--- config.mk ---
export PLATFORM = sky130hd
export DESIGN_NAME = div_seq
export DESIGN_NICKNAME = d
export VERILOG_FILES = /design/src/rtl/div_pkg.sv /design/src/rtl/div_step.sv /design/src/rtl/div_seq.sv
export SDC_FILE = /design/constraint.sdc
export NUM_CORES = 1
export LEC_CHECK = 0
export CORE_MARGIN = 1
export CORE_UTILIZATION = 50
export CTS_CLUSTER_SIZE = 28
export DETAILED_ROUTE_END_ITERATION = 12
export PLACE_DENSITY = 0.85
export SLEW_MARGIN = 5
export SYNTH_ARGS = -nofsm -noshare
export SYNTH_HDL_FRONTEND = slang
export SYNTH_SLANG_ARGS = --single-unit
--- constraint.sdc ---
create_clock -name clk -period 8.7 [get_ports clk]
set_input_delay 0.87 -clock clk [delete_from_list [all_inputs] [get_ports clk]]
set_output_delay 0.87 -clock clk [all_outputs]
set_load 0.005 [all_outputs]
--- src/rtl/div_pkg.sv ---
`default_nettype none
// ============================================================================
// Module      : div_pkg
// Description : Shared width, sequencer states and divide-by-zero constant
//               for the DIV/DIVU sequencer.
// Revision    : 1.0 - initial release
// ============================================================================
package div_pkg;

    localparam int WIDTH = 32;

    localparam logic [WIDTH-1:0] DIV0_QUOT = 32'hFFFF_FFFF;

    typedef enum logic [1:0] {
        IDLE = 2'd0,
        RUN  = 2'd1,
        FIX  = 2'd2,
        DONE = 2'd3
    } state_t;

endpackage
`default_nettype wire

--- src/rtl/div_step.sv ---
`default_nettype none
// ============================================================================
// Module      : div_step
// Description : One restoring-division step: shift {rem,quo} left by one and
//               keep the trial subtraction when it does not borrow.
// Revision    : 1.0 - initial release
// ============================================================================
module div_step #(
    parameter int WIDTH = 32
) (
    input  logic [WIDTH-1:0] i_rem,
    input  logic [WIDTH-1:0] i_quo,
    input  logic [WIDTH-1:0] i_dvsr,
    output logic [WIDTH-1:0] o_rem,
    output logic [WIDTH-1:0] o_quo
);

    logic [WIDTH:0]   w_shifted;
    logic [WIDTH+1:0] w_trial;
    logic             w_borrow;

    // Extra top bit of the difference is the borrow of the unsigned trial.
    assign w_shifted = {i_rem, i_quo[WIDTH-1]};
    assign w_trial   = {1'b0, w_shifted} - {2'b00, i_dvsr};
    assign w_borrow  = w_trial[WIDTH+1];

    assign o_rem = w_borrow ? w_shifted[WIDTH-1:0] : w_trial[WIDTH-1:0];
    assign o_quo = {i_quo[WIDTH-2:0], ~w_borrow};

endmodule
`default_nettype wire

--- src/rtl/div_seq.sv ---
`default_nettype none
// ============================================================================
// Module      : div_seq
// Description : Multi-cycle MIPS DIV/DIVU sequencer (one restoring step per
//               cycle) producing LO (quotient) and HI (remainder).
// Revision    : 1.0 - initial release
// ============================================================================
module div_seq
    import div_pkg::*;
#(
    parameter int WIDTH = div_pkg::WIDTH,
    parameter int CNT_W = 5
) (
    input  logic             clk,
    input  logic             reset,
    input  logic             start,
    input  logic             sign,
    input  logic [WIDTH-1:0] dividend,
    input  logic [WIDTH-1:0] divisor,
    output logic             busy,
    output logic             done,
    output logic [WIDTH-1:0] quotient,
    output logic [WIDTH-1:0] remainder,
    output logic             div_zero
);

    state_t             r_state;
    logic [CNT_W-1:0]   r_cnt;
    logic [WIDTH-1:0]   r_rem;
    logic [WIDTH-1:0]   r_quo;
    logic [WIDTH-1:0]   r_dvsr;
    logic               r_dvd_neg;
    logic               r_dvs_neg;

    logic [WIDTH-1:0]   w_dvd_mag;
    logic [WIDTH-1:0]   w_dvs_mag;
    logic [WIDTH-1:0]   w_rem_next;
    logic [WIDTH-1:0]   w_quo_next;
    logic [WIDTH-1:0]   w_quo_fix;
    logic [WIDTH-1:0]   w_rem_fix;

    // The most negative value negates to itself and is then read as unsigned.
    assign w_dvd_mag = (sign && dividend[WIDTH-1]) ? -dividend : dividend;
    assign w_dvs_mag = (sign && divisor[WIDTH-1])  ? -divisor  : divisor;

    assign w_quo_fix = (r_dvd_neg ^ r_dvs_neg) ? -r_quo : r_quo;
    assign w_rem_fix = r_dvd_neg ? -r_rem : r_rem;

    div_step #(
        .WIDTH (WIDTH)
    ) u_step (
        .i_rem  (r_rem),
        .i_quo  (r_quo),
        .i_dvsr (r_dvsr),
        .o_rem  (w_rem_next),
        .o_quo  (w_quo_next)
    );

    always_ff @(posedge clk) begin
        if (reset) begin
            r_state   <= IDLE;
            r_cnt     <= '0;
            r_rem     <= '0;
            r_quo     <= '0;
            r_dvsr    <= '0;
            r_dvd_neg <= 1'b0;
            r_dvs_neg <= 1'b0;
            busy      <= 1'b0;
            done      <= 1'b0;
            quotient  <= '0;
            remainder <= '0;
            div_zero  <= 1'b0;
        end else begin
            case (r_state)
                IDLE: begin
                    if (start) begin
                        r_rem     <= '0;
                        r_quo     <= w_dvd_mag;
                        r_dvsr    <= w_dvs_mag;
                        r_dvd_neg <= sign & dividend[WIDTH-1];
                        r_dvs_neg <= sign & divisor[WIDTH-1];
                        r_cnt     <= '0;
                        if (divisor == '0) begin
                            r_state   <= DONE;
                            done      <= 1'b1;
                            quotient  <= DIV0_QUOT;
                            remainder <= dividend;
                            div_zero  <= 1'b1;
                        end else begin
                            r_state <= RUN;
                            busy    <= 1'b1;
                        end
                    end
                end
                RUN: begin
                    r_rem <= w_rem_next;
                    r_quo <= w_quo_next;
                    r_cnt <= r_cnt + CNT_W'(1);
                    if (r_cnt == CNT_W'(WIDTH - 1)) begin
                        r_state <= FIX;
                    end
                end
                FIX: begin
                    r_state   <= DONE;
                    busy      <= 1'b0;
                    done      <= 1'b1;
                    quotient  <= w_quo_fix;
                    remainder <= w_rem_fix;
                    div_zero  <= 1'b0;
                end
                DONE: begin
                    r_state <= IDLE;
                    done    <= 1'b0;
                end
                default: begin
                    r_state <= IDLE;
                    busy    <= 1'b0;
                    done    <= 1'b0;
                end
            endcase
        end
    end

endmodule
`default_nettype wire

==> results.toml <==
[floorplan]
die_h_microns = 151
ios = 135
start_util = 0.517
dieArea_sq_um = 22700
row_count = 53
die-width_microns = 151
core_sq_um = 21400

[layout]
drive_gt1_frac = 0.0409
utilization = 0.618
syn_to_final_growth_pct = 19.6
nets = 1637
fin_cells = 1814
diodes = 0

[cts]
clkTransAtPathRegs_ns = 0.07
cts_setup_buffers = 0
cts_max_level = 4
clockBufferDepth = 2
cts-root-buf = "clkbuf_16"
cts_tree = "done"
cts.sinks = 172
cts_resized = 0
holdBufCountCts = 0
cts_made_buffers = 17
clkLatencyLatePin_ns = 0.43

[place]
gp_congestion = 0.932
pre_cts_ws_ns = 4.31
dpl.cell_count = 1782
port_buffers = 134
hpwl_microns = 21400

[worst_setup_path]
worstSetupPathType = "primary input to register"
rr_worst_depth = 13
rrSetupSlack_ns = 4.96
r2r_start = "r_quo[31]$_SDFFE_PP0P_"
cp.required_ns = 9.03
end_kind = "register"
worst_setup_path_start_kind = "primary input"
critPathMaxFanout = 81
cp_data_arrival_time_ns = 4.37
r2r-end = "r_rem[30]$_SDFFE_PP0P_"

[global_route]
antenna_found_initial = 0
grtUsageTotal = 0.263
first_global_vias = 9961
overflow = 0
grt_pass1_wl_microns = 48200
grt_max_degree = 87

[detailed_routing]
wl_met1_microns = 12600
dr.first_iter.drc_count = 899
wl_met2_microns = 13700
via_per_inst = 5.93
ant_nets = 0
drtPass1Iterations = 7
drc = 0
totalWireLength_microns = 29400
wl_met3_microns = 2190
wire_per_inst_microns = 16.2
via_count = 10800
top_layer_used = "met4"

[power_and_ir_drop]
p_leak_uw = 0.00483
vdd_drop_max_mv = 0.164
pwr_density_cell_nw_per_um2 = 257

[synth]
synth_area_leaders = "dfxtp_1 (31%), nor2_1 (6.5%), xor2_1 (5.7%)"
synth_top_area_share = 0.312
synth_top_cell_by_area = "dfxtp_1"
syn_area_per_cell_sq_um = 7.61
synth_nets = 1561
synthDistinctLibCells = 57
ys.flop_type = "dfxtp_1"
ys_warn_count = 0
synth_edf_count = 0
synth_async_sr_flop_share = 0
synth_common_cells = "nor2_1 (190), dfxtp_1 (172), nand2_1 (151)"
synth_seq_cells = 172
ys_seq_area_frac = 0.312
syn_area_sq_um = 11000
netlist_instances = 1450
yosysMostFrequentCell = "nor2_1"

[timing]
hold_viol_final = 0
setup_ws_ns = 4.66
fin_crit_ns = 4.04
max_freq_mhz = 248
tns_ns = 0
fin_skew_ns = 0.00972
timing.final.crit_share = 0.464
final_max_slew_viol_count = 0
setup_viol_count_final = 0
worst_pin_slew_ns = 1.30
grt_setup_unrepaired = "false"
relSlewSlack = 0.132

[worst_hold_path]
min_path_type = "register to register"
hold_depth = 2
whs_endpoint = "r_dvsr[31]$_SDFFE_PP0P_"
min-delay-start = "r_dvsr[31]$_SDFFE_PP0P_"

[job]
maxCapViolCount = 0

[run_status]
outcome = "finished clean"
-- critical path, cell delays in order --
cell             delay [ns]
clkdlybuf4s50_1        0.48
nor4_1                 0.42
nand2b_1               0.16
nor4_1                 0.87
nand2_1                0.37
o22ai_4                0.18
buf_4                  0.58
nor2_1                 0.08
a311oi_1               0.29
-- metal layers --
layer | up-vias | GRT usage
li1 | 5335 | -
met3 | 85 | 0.0467
met1 | 4881 | 0.339
met5 | - | 0
met2 | 464 | 0.432
met4 | 0 | 0.105
-- worst max-delay path by stage --
stage                           start                         end  slack, ns  depth (start not counted)
after floorplan            divisor[2]   remainder[1]$_SDFFE_PP0P_       5.70                         10
after global placement     divisor[2]  remainder[31]$_SDFFE_PP0P_       4.49                         10
after detailed placement   divisor[2]    quotient[6]$_SDFFE_PP0P_       4.31                         10
after CTS                  divisor[2]    quotient[6]$_SDFFE_PP0P_       4.73                         10
after global routing       divisor[2]   quotient[19]$_SDFFE_PP0P_       4.43                         10
final                     divisor[24]    quotient[6]$_SDFFE_PP0P_       4.66                          9
-- through the flow --
step | instance area [sq um] | hold WS, ns | total power (uW)
after floorplan | 11000 | 0.432 | 2070
after global placement | 12500 | 0.441 | 2450
after detailed placement | 12500 | 0.450 | 2490
after CTS | 13200 | 0.458 | 3380
after global routing | 13200 | 0.481 | 3610
final | 13200 | 0.458 | 3390
-- cell families (layout without fill, tap and decap cells) --
group	after synthesis	count (layout)	synth area share
compound gates	451	451	0.263
xor+xnor	141	141	0.112
fa+ha+maj	43	43	0.0494
buf+inv	144	233	0.0498
flops	172	172	0.312
mux	27	27	0.0245
simple gates	472	472	0.190
-- layout make-up --
type	instances	area [sq um]
inverters	55	206
repair buffers	146	1430
well taps	275	344
clock buffers	19	453
clock inverters	13	236
multi-input cells	1134	7080
flip-flops and latches	172	3440
fillers	1837	8160
-- registers in the layout, summed over array words and instances, names as in the netlist --
| register | cells |
|---|---|
| done | 1 |
| r_cnt | 5 |
| r_rem | 32 |
| r_dvs_neg | 1 |
| r_state | 2 |
| div_zero | 1 |
| r_dvd_neg | 1 |
| r_quo | 32 |
| busy | 1 |
| r_dvsr | 32 |
| remainder | 32 |
| quotient | 32 |
-- power by group --
group	internal (uW)	switching, uW
Clock	557	331
Sequential	938	133
Combinational	570	859
-- cells in the final DEF (no fill, tap or decap), drive strengths merged, types with 5 or more instances in the layout --
| cell | n |
|---|---|
| nor2 | 190 |
| dfxtp | 172 |
| nand2 | 151 |
| clkdlybuf4s50 | 133 |
| a21oi | 124 |
| o21ai | 115 |
| xor2 | 72 |
| xnor2 | 69 |
| a211oi | 60 |
| inv | 57 |
| ha | 42 |
| a311oi | 40 |
| mux2i | 27 |
| o31ai | 23 |
| or3 | 23 |
| clkbuf | 19 |
| nor3 | 18 |
| nand3 | 17 |
| a21o | 17 |
| buf | 13 |
| nor4 | 13 |
| o211ai | 12 |
| o41ai | 12 |
| and2 | 10 |
| and3 | 9 |
| nand4 | 9 |
| a32oi | 9 |
| or4 | 9 |
| nand2b | 8 |
| nor2b | 8 |
| a31oi | 7 |
| bufinv | 6 |
| a22oi | 5 |
| o22ai | 5 |
Note: power is estimated with default switching activity, not from simulation.
